## src/rtl/udm_csr_bank.sv

```systemverilog
// Memory-mapped CSR bank: RW registers, RO inputs, a free-running cycle counter and an unmapped tail.
// Define UDM_CSR_RO_SYNC_EN to pass ro_regs_bi through a 2-flop synchroniser before the read mux.
module udm_csr_bank #(
  parameter logic [31:0] BASE_ADDR      = 32'h00000000,
  parameter int          NUM_RW         = 4,
  parameter int          NUM_RO         = 2,
  parameter logic [31:0] RW_RST_VAL     = 32'h00000000,
  parameter logic [31:0] UNMAPPED_RDATA = 32'hDEADBEEF,
  localparam int         RO_W           = (NUM_RO > 0) ? NUM_RO * 32 : 1
) (
  input  logic                   clk_i,
  input  logic                   rst_i,
  input  logic                   bus_req_i,
  input  logic                   bus_we_i,
  input  logic [31:0]            bus_addr_bi,
  input  logic [3:0]             bus_be_bi,
  input  logic [31:0]            bus_wdata_bi,
  output logic                   bus_ack_o,
  output logic                   bus_resp_o,
  output logic [31:0]            bus_rdata_bo,
  output logic [NUM_RW*32-1:0]   rw_regs_bo,
  output logic [NUM_RW-1:0]      wr_stb_o,
  input  logic [RO_W-1:0]        ro_regs_bi
);

  localparam int NUM_WORDS = NUM_RW + NUM_RO + 1 + 8;
  localparam int CYCLE_IDX = NUM_RW + NUM_RO;
  localparam logic [31:0] WIN_BYTES = 32'(4 * NUM_WORDS);

  logic [31:0] rw_q [NUM_RW];
  logic [31:0] cycle_q;
  logic [31:0] offset;
  logic [29:0] word_idx;
  logic        in_window;
  logic [31:0] rd_sel;
  logic [RO_W-1:0] ro_view;

  // Addresses below BASE_ADDR wrap to huge offsets, so one unsigned compare covers both ends
  assign offset    = bus_addr_bi - BASE_ADDR;
  assign in_window = (offset < WIN_BYTES);
  assign word_idx  = offset[31:2];
  assign bus_ack_o = bus_req_i & in_window & ~rst_i;

`ifdef UDM_CSR_RO_SYNC_EN
  logic [RO_W-1:0] ro_meta_q;
  logic [RO_W-1:0] ro_sync_q;

  always_ff @(posedge clk_i) begin
    if (rst_i) begin
      ro_meta_q <= '0;
      ro_sync_q <= '0;
    end else begin
      ro_meta_q <= ro_regs_bi;
      ro_sync_q <= ro_meta_q;
    end
  end

  assign ro_view = ro_sync_q;
`else
  assign ro_view = ro_regs_bi;
`endif

  always_comb begin
    rd_sel = UNMAPPED_RDATA;
    for (int i = 0; i < NUM_RW; i++) begin
      if (word_idx == 30'(i)) rd_sel = rw_q[i];
    end
    for (int j = 0; j < NUM_RO; j++) begin
      if (word_idx == 30'(NUM_RW + j)) rd_sel = ro_view[32*j +: 32];
    end
    if (word_idx == 30'(CYCLE_IDX)) rd_sel = cycle_q;
  end

  always_ff @(posedge clk_i) begin
    if (rst_i) begin
      for (int i = 0; i < NUM_RW; i++) rw_q[i] <= RW_RST_VAL;
      wr_stb_o     <= '0;
      cycle_q      <= '0;
      bus_resp_o   <= 1'b0;
      bus_rdata_bo <= '0;
    end else begin
      cycle_q      <= cycle_q + 32'd1;
      wr_stb_o     <= '0;
      bus_resp_o   <= bus_ack_o & ~bus_we_i;
      bus_rdata_bo <= (bus_ack_o & ~bus_we_i) ? rd_sel : 32'h0;
      // The strobe fires on any accepted write to the word, even with no byte enables set
      for (int i = 0; i < NUM_RW; i++) begin
        if (bus_ack_o && bus_we_i && (word_idx == 30'(i))) begin
          wr_stb_o[i] <= 1'b1;
          for (int b = 0; b < 4; b++) begin
            if (bus_be_bi[b]) rw_q[i][8*b +: 8] <= bus_wdata_bi[8*b +: 8];
          end
        end
      end
    end
  end

  for (genvar g = 0; g < NUM_RW; g++) begin : g_rw_out
    assign rw_regs_bo[32*g +: 32] = rw_q[g];
  end

endmodule

```

## config.mk

```make
export PLATFORM = sky130hd
export DESIGN_NAME = udm_csr_bank
export DESIGN_NICKNAME = d
export VERILOG_FILES = /design/src/rtl/udm_csr_bank.sv
export SDC_FILE = /design/constraint.sdc
export NUM_CORES = 1
export LEC_CHECK = 0
export ABC_AREA = 1
export CORE_ASPECT_RATIO = 0.6
export CORE_UTILIZATION = 35
export DETAILED_ROUTE_END_ITERATION = 8
export PLACE_DENSITY = 0.64
export SLEW_MARGIN = 25
export SYNTH_ARGS = -nofsm -noshare
export SYNTH_HDL_FRONTEND = slang
export SYNTH_SLANG_ARGS = --single-unit
```

## constraint.sdc

```tcl
create_clock -name clk_i -period 2.4 [get_ports clk_i]
set_input_delay 0.36 -clock clk_i [delete_from_list [all_inputs] [get_ports clk_i]]
set_output_delay 0.36 -clock clk_i [all_outputs]
set_load 0.02 [all_outputs]
```

==> run_results.csv, run 1 <==
group,metric,value,unit
floorplan,die_width,210,um
yosys,yosysMostFrequentCell,"nor2_1",
global_route,grt_max_degree,31,
clock_network,cts_tree,"built",
place,dp.cells,1761,
yosys,yosys_most_used_dff,"edfxtp_1",
drt,remaining_drc_errors,0,
global_route,first_global_vias,8538,
drt,antenna_left,0,
worst_setup_path,cp_max_fo,4,
clock_network,htreeDepth,4,
power,p_comb_share,10.3,%
timing,final-hold-violation-count,0,
drt,vias,8989,
final_layout,fin_area,14100,um^2
worst_setup_path,required,2.04,ns
yosys,synth_top_cell_by_area,"edfxtp_1",
power,peakVddDrop,381,uV
final_layout,drive_gt1_share,15.0,%
drt,routed_via_density,5.01,
floorplan,coreArea,25300,um^2
final_layout,final_nets,1589,
global_route,antenna_found_initial,3,
global_route,grt_overflow,0,
floorplan,start_util,35.8,%
timing,finClkSkew,0.00653,ns
yosys,yosys.cell_types.count,35,
floorplan,io_pins,302,
power,power.internal,0.00581,W
place,place_congestion,0.985,
worst_setup_path,arrival,1.99,ns
floorplan,die_area,26600,um^2
run_status,outcome,"finished, final reports clean",
place,place_area,13400,um^2
timing,fmax,426,MHz
worst_setup_path,setup.worst_path.end_class,"primary output",
floorplan,fp.dieH,127,um
worst_setup_path,cpLargestDelayFamily,"buffers and inverters",
worst_setup_path,slowest_delay,0.40,ns
power,switching_share,24.6,%
yosys,synth_commonest_cells,"278 x nor2_1, 174 x nand2_1, 128 x edfxtp_1, 102 x inv_1, 69 x dfxtp_1",
final_layout,syn_to_final_growth,55.8,%
clock_network,cts.sink_count,197,
timing,final-setup-viol-count,0,
clock_network,clockBufferDepth,2,
global_route,grt_use_total,27.5,%
worst_setup_path,critPathKind,"in -> out",
yosys,synth-edff-count,128,
place,hpwl,28.9,mm
floorplan,num_rows,45,
drt,drt-pass1-iter-count,6,
worst_setup_path,startpoint_type,"primary input",
yosys,synth_fp_nets,1191,
drt,post_drt_wl_per_cell,20.3,um
global_route,grt_pass1_wl,52.9,mm
clock_network,cts_buffers,17,
clock_network,clock-root-buffer,"clkbuf_16",
power,p_clk_share,40.1,%
job,cap_violations,0,
power,leakage,5.63,nW
power,p_per_area,546,nW/um^2
final_layout,fillCellCount,2295,
yosys,postSynthCellCount,1054,
yosys,synth.area.top_cells,"edfxtp_1 42%, dfxtp_1 15%, nor2_1 12%",
yosys,synth_top_area_share,42.4,%
yosys,yosysSeqAreaShare,57.6,%
yosys,synth.avg_cell_area,8.60,um^2
yosys,ys.warnings.count,0,
timing,slew_headroom,58.5,%
power,p_switching,0.00190,W
worst_setup_path,crit_buf_inv,4,
hold_path,hold_path.class,"in -> reg",
power,p_seq_share,49.6,%
timing,drv_slew,0,
worst_setup_path,crit_chain,"clkdlybuf4s50_1, or2_4, nor2_4, nand2_2, nor2_4, inv_2, a211oi_4, buf_6, buf_4",
timing,min_period,2.35,ns
drt,wirelength,36.5,mm
yosys,ys_ff_latch,197,
worst_setup_path,critPathSlowestCell,"clkdlybuf4s50_1",
place,portBuffers,299,
final_layout,stdcell_count,1796,
clock_network,clk_pin_slew_worst_paths,0.07,ns
yosys,async_reset_ff_share,0,%
clock_network,hold_buffers,0,
clock_network,clkLatencyLatePin,0.45,ns
timing,worstMarginPinSlew,0.616,ns
yosys,netlist_area,9060,um^2
worst_setup_path,cpMostUsedCell,"nor2_4",
timing,finalCritPeriodShare,97.8,%
timing,hold_ws,0.470,ns
drt,drt_iter0_drc,1024,
-- power by group through the flow --
stage / clock network [W] / logic (W) / registers [W]
after floorplan: 0 / 0.000101 / 0.00399
after global placement: 0 / 0.000786 / 0.00390
after detailed placement: 0 / 0.000788 / 0.00389
after CTS: 0.00312 / 0.000792 / 0.00382
after global routing: 0.00327 / 0.000836 / 0.00383
final: 0.00309 / 0.000797 / 0.00382
-- cells by family after synthesis --
group                      count (synthesis)  synth area share (%)
and+or+nand+nor                          594                  28.7
DFF                                      197                  57.6
buffers and inverters                    134                  5.60
AOI/OAI and AO/OA                        122                  7.30
xor gates and xnor gates                   6                 0.580
adders and majority gates                  1                 0.138
-- per-stage QoR --
stage	utilization (%)	TNS, ns	setup slack [ns]	total power (W)
final	55.7	0	0.0538	0.00771
after global placement	52.9	-80.75	-0.409	0.00468
after global routing	55.7	-0.289	-0.0207	0.00794
after detailed placement	52.9	-98.69	-0.476	0.00468
after floorplan	-	-3.41	-0.0622	0.00409
after CTS	55.4	0	0.00331	0.00773
-- area by class of cell --
type,count,area (um^2),area share [%]
flip-flops and latches,197,5230,37.0
clock buffers,17,425,3.01
inverters,105,394,2.79
well taps,329,412,2.91
diodes,2,5.00,0.0354
repair buffers,408,4030,28.6
multi-input cells,723,3430,24.3
clock inverters,15,196,1.39
-- state kept, by name (all words and copies together), names as in the netlist --
name	cells
bus_rdata_bo	32
bus_resp_o	1
cycle_q	32
rw_q	128
wr_stb_o	4
-- tightest hold or removal path, stage by stage --
cell	delay (ns)
clkdlybuf4s50_1	0.39
nand2_1	0.06
a21oi_1	0.06
-- per-layer routing --
| layer | global-route usage (%) | vias to the layer above | share of wire [%] |
|---|---|---|---|
| li1 | - | 4249 | - |
| met1 | 39.2 | 4218 | 45 |
| met2 | 41.6 | 484 | 43 |
| met3 | 7.77 | 36 | 11 |
| met4 | 5.93 | 2 | 1.4 |
| met5 | 0 | - | 0.036 |
-- cell usage in the layout (no fill, tap or decap), drive strengths merged, types with 26 or more instances in the layout --
cell           synthesis  routed
a21oi                 38      38
nand3                 26      26
nor2                 281     281
buf                    5     110
or2                   42      42
dfxtp                 69      69
inv                  104     109
o21ai                 61      61
edfxtp               128     128
clkdlybuf4s50          0     298
nand2                187     187
-- what timing repair did --
action / in CTS / in global routing
endpoints found under the setup margin: 0 / 180
buffers inserted: 0 / 1
gates resized for setup: 0 / 18
-- path summary, 6_finish.rpt --
check,start,end,slack [ns],depth (start not counted)
max,bus_addr_bi[27],bus_ack_o,0.05,9
min,ro_regs_bi[33],bus_rdata_bo[1]$_SDFF_PP0_,0.47,3
max reg2reg,cycle_q[0]$_SDFF_PP0_,cycle_q[26]$_SDFF_PP0_,0.15,9
min reg2reg,cycle_q[15]$_SDFF_PP0_,cycle_q[15]$_SDFF_PP0_,0.48,2
No activity file was read; power rests on OpenSTA's default activity.
==> run 2, diff against run 1 <==
Settings changed: ABC_AREA 1 to not set, HOLD_SLACK_MARGIN set to 0.03, PLACE_DENSITY 0.64 to 0.62.
Clock period 2.4 ns to 2.9 ns, I/O delays scaled along.
==> run 2 against run 1 <==
Compared with the run above: global-route usage decreased by 1.1 points; count of clock-buffer cells in the layout increased by 4; synthesized cell count decreased by 20%; combinational power increased by 22%; die area increased by 1.3%; first-iteration DRC count decreased by 23%; synthesized area increased by 1.3%; flip-flop and latch count unchanged; cell area decreased by 5.3%.
==> run_results.csv, run 2 <==
group,metric,value,unit
drt,post_drt_wl_per_cell,23.3,um
final_layout,final_nets,1294,
worst_setup_path,r2r-start,"cycle_q[2]$_SDFF_PP0_",
timing,worstMarginPinSlew,0.723,ns
yosys,synth.avg_cell_area,10.8,um^2
worst_setup_path,rr_worst_depth,4,
place,place_congestion,0.845,
yosys,synth_commonest_cells,"158 x nor2_1, 128 x edfxtp_1, 69 x dfxtp_1, 64 x a21oi_1, 55 x nand2_1",
global_route,grt_overflow,0,
yosys,yosysSeqAreaShare,56.9,%
place,pre_cts_ws,-0.0944,ns
floorplan,num_rows,45,
yosys,synth-edff-count,128,
worst_setup_path,cp_max_fo,2,
global_route,grt_pass1_wl,51.4,mm
worst_setup_path,rrSetupSlack,0.78,ns
worst_setup_path,cpMostUsedCell,"buf_4",
worst_setup_path,cpLargestDelayFamily,"buffers and inverters",
run_status,outcome,"finished, final reports clean",
hold_path,hold_path.class,"reg -> reg",
yosys,synth_fp_nets,984,
worst_setup_path,crit_chain,"clkdlybuf4s50_1, nor4_1, buf_4, and3_1, nand3_1, nor2_1, buf_4, dlygate4sd2_1",
clock_network,clkLatencyLatePin,0.44,ns
drt,vias,8278,
final_layout,reg_top3,"rw_q: 128 flops, bus_rdata_bo: 32 flops, cycle_q: 32 flops",
floorplan,io_pins,302,
global_route,antenna_found_initial,4,
final_layout,largest_register,"rw_q",
worst_setup_path,path_depth,8,
yosys,ys.warnings.count,0,
timing,hold_ws,0.463,ns
drt,antenna_left,0,
yosys,synth_top_cell_by_area,"edfxtp_1",
worst_setup_path,setup.worst_path.end_class,"primary output",
yosys,yosys.cell_types.count,50,
drt,drt-pass1-iter-count,5,
timing,slew_headroom,51.6,%
global_route,grt_use_total,26.4,%
power,leakage,4.47,nW
floorplan,coreArea,25500,um^2
worst_setup_path,startpoint_type,"primary input",
timing,final-hold-violation-count,0,
floorplan,die_width,211,um
yosys,ys_ff_latch,197,
clock_network,htreeDepth,4,
yosys,netlist_area,9180,um^2
timing,setup_ws,0.238,ns
place,hpwl,26.7,mm
yosys,yosys_most_used_dff,"edfxtp_1",
drt,routed_via_density,5.44,
yosys,synth.area.top_cells,"edfxtp_1 42%, dfxtp_1 15%, nor2_1 6.5%",
power,p_per_area,495,nW/um^2
clock_network,clk_pin_slew_worst_paths,0.07,ns
worst_setup_path,slowest_delay,0.42,ns
yosys,yosysMostFrequentCell,"nor2_1",
worst_setup_path,crit_buf_inv,4,
drt,wirelength,35.5,mm
worst_setup_path,critPathSlowestCell,"clkdlybuf4s50_1",
final_layout,final_cell_mix,"296 x clkdlybuf4s50_1, 157 x nor2_1, 128 x edfxtp_1, 69 x dfxtp_1, 64 x a21oi_1",
clock_network,clock-root-buffer,"clkbuf_16",
worst_setup_path,crit_path_end,"bus_ack_o",
timing,min_period,2.66,ns
final_layout,syn_to_final_growth,45.6,%
drt,remaining_drc_errors,0,
final_layout,largest_reg_flops,128,
clock_network,cts_buffers,17,
clock_network,clockBufferDepth,2,
drt,drt_iter0_drc,785,
global_route,grt_max_degree,41,
job,cap_violations,0,
final_layout,fin_util,52.4,%
timing,finClkSkew,0.0111,ns
place,portBuffers,299,
final_layout,drive_gt1_share,12.6,%
timing,fmax,376,MHz
global_route,first_global_vias,7953,
worst_setup_path,required,2.47,ns
floorplan,fp.dieH,127,um
floorplan,die_area,26900,um^2
final_layout,final_common_cell,"clkdlybuf4s50_1",
worst_setup_path,rr_endpoint,"cycle_q[31]$_SDFF_PP0_",
timing,final-setup-viol-count,0,
worst_setup_path,critPathKind,"in -> out",
clock_network,post_cts_buffers,0,
floorplan,start_util,36.0,%
yosys,postSynthCellCount,847,
yosys,async_reset_ff_share,0,%
worst_setup_path,startpoint,"bus_addr_bi[7]",
timing,rsz0062_at_grt,"no",
worst_setup_path,arrival,2.23,ns
clock_network,cts.sink_count,197,
clock_network,cts_tree,"built",
timing,finalCritPeriodShare,91.8,%
clock_network,hold_buffers,0,
timing,drv_slew,0,
yosys,synth_top_area_share,41.9,%
power,peakVddDrop,306,uV
run 2: cell count changes after synthesis, moves of 20 or more:
cell      previous run  this run
nor2_1             278       158
nand2_1            174        55
inv_1              102         8
or2_2               41         2
o21ai_0             61        33
a21oi_1             38        64
nand2b_1             0        26
mux2_2               0        23
a221oi_1             0        21
a221o_1              0        20
run 2: cell type report:
cell class,count,area (um^2)
multi-input cells,575,3610
repair buffers,358,3450
inverters,8,30.0
flip-flops and latches,197,5230
clock buffers,21,460
fillers,2271,12100
clock inverters,11,151
well taps,352,440
diodes,1,2.50
run 2: worst min path at each step:
| stage | endpoint | from | depth (start not counted) | slack [ns] |
|---|---|---|---|---|
| final | cycle_q[0]$_SDFF_PP0_ | cycle_q[0]$_SDFF_PP0_ | 1 | 0.46 |
| after global placement | cycle_q[0]$_SDFF_PP0_ | cycle_q[0]$_SDFF_PP0_ | 1 | 0.45 |
| after detailed placement | cycle_q[0]$_SDFF_PP0_ | cycle_q[0]$_SDFF_PP0_ | 1 | 0.44 |
| after global routing | cycle_q[0]$_SDFF_PP0_ | cycle_q[0]$_SDFF_PP0_ | 1 | 0.49 |
| after CTS | cycle_q[0]$_SDFF_PP0_ | cycle_q[0]$_SDFF_PP0_ | 1 | 0.46 |
| after floorplan | cycle_q[0]$_SDFF_PP0_ | cycle_q[0]$_SDFF_PP0_ | 1 | 0.43 |
run 2: worst reg2reg max path, stage by stage, from the launching register on:
cell     delay, ns
dfxtp_1       0.43
and4_1        0.55
nand4_1       0.36
or4_1         0.56
a21oi_1       0.15
run 2: cell families after synthesis:
logic type	after synthesis	share of synthesized area, %
AND/OR/NAND/NOR	325	17.2
flip-flops	197	56.9
AO/OA/AOI/OAI	194	13.8
buffers and inverters	75	4.32
multiplexers	43	6.50
XOR/XNOR	12	1.14
adder cells (fa/ha/maj)	1	0.136
run 2: through the flow:
stage / std cells / setup TNS, ns / total power [W] / area, um^2
3_5_place_dp: 1490 / -3.33 / 0.00418 / 12800
5_1_grt: 1522 / 0 / 0.00682 / 13400
6_report: 1523 / 0 / 0.00662 / 13400
2_1_floorplan: 847 / 0 / 0.00360 / 9180
4_1_cts: 1522 / 0 / 0.00665 / 13400
3_3_place_gp: 1490 / -0.231 / 0.00418 / 12700
run 2: what timing repair did:
action,4_1_cts,5_1_grt
setup endpoints to repair,1,0
gates resized for setup,1,0
endpoints found under the hold margin,0,0
run 2: routing by layer:
layer,track usage [%],part of all wire (%),wire length [um]
met1,36.8,44,15600
met2,38.9,43,15200
met3,8.68,11,3870
met4,7.63,2.2,767
met5,0,0.073,26
run 2: power breakdown:
| part | internal [W] | switching (W) |
|---|---|---|
| Clock | 0.00141 | 0.00109 |
| Sequential | 0.00307 | 0.0000749 |
| Combinational | 0.000483 | 0.000493 |
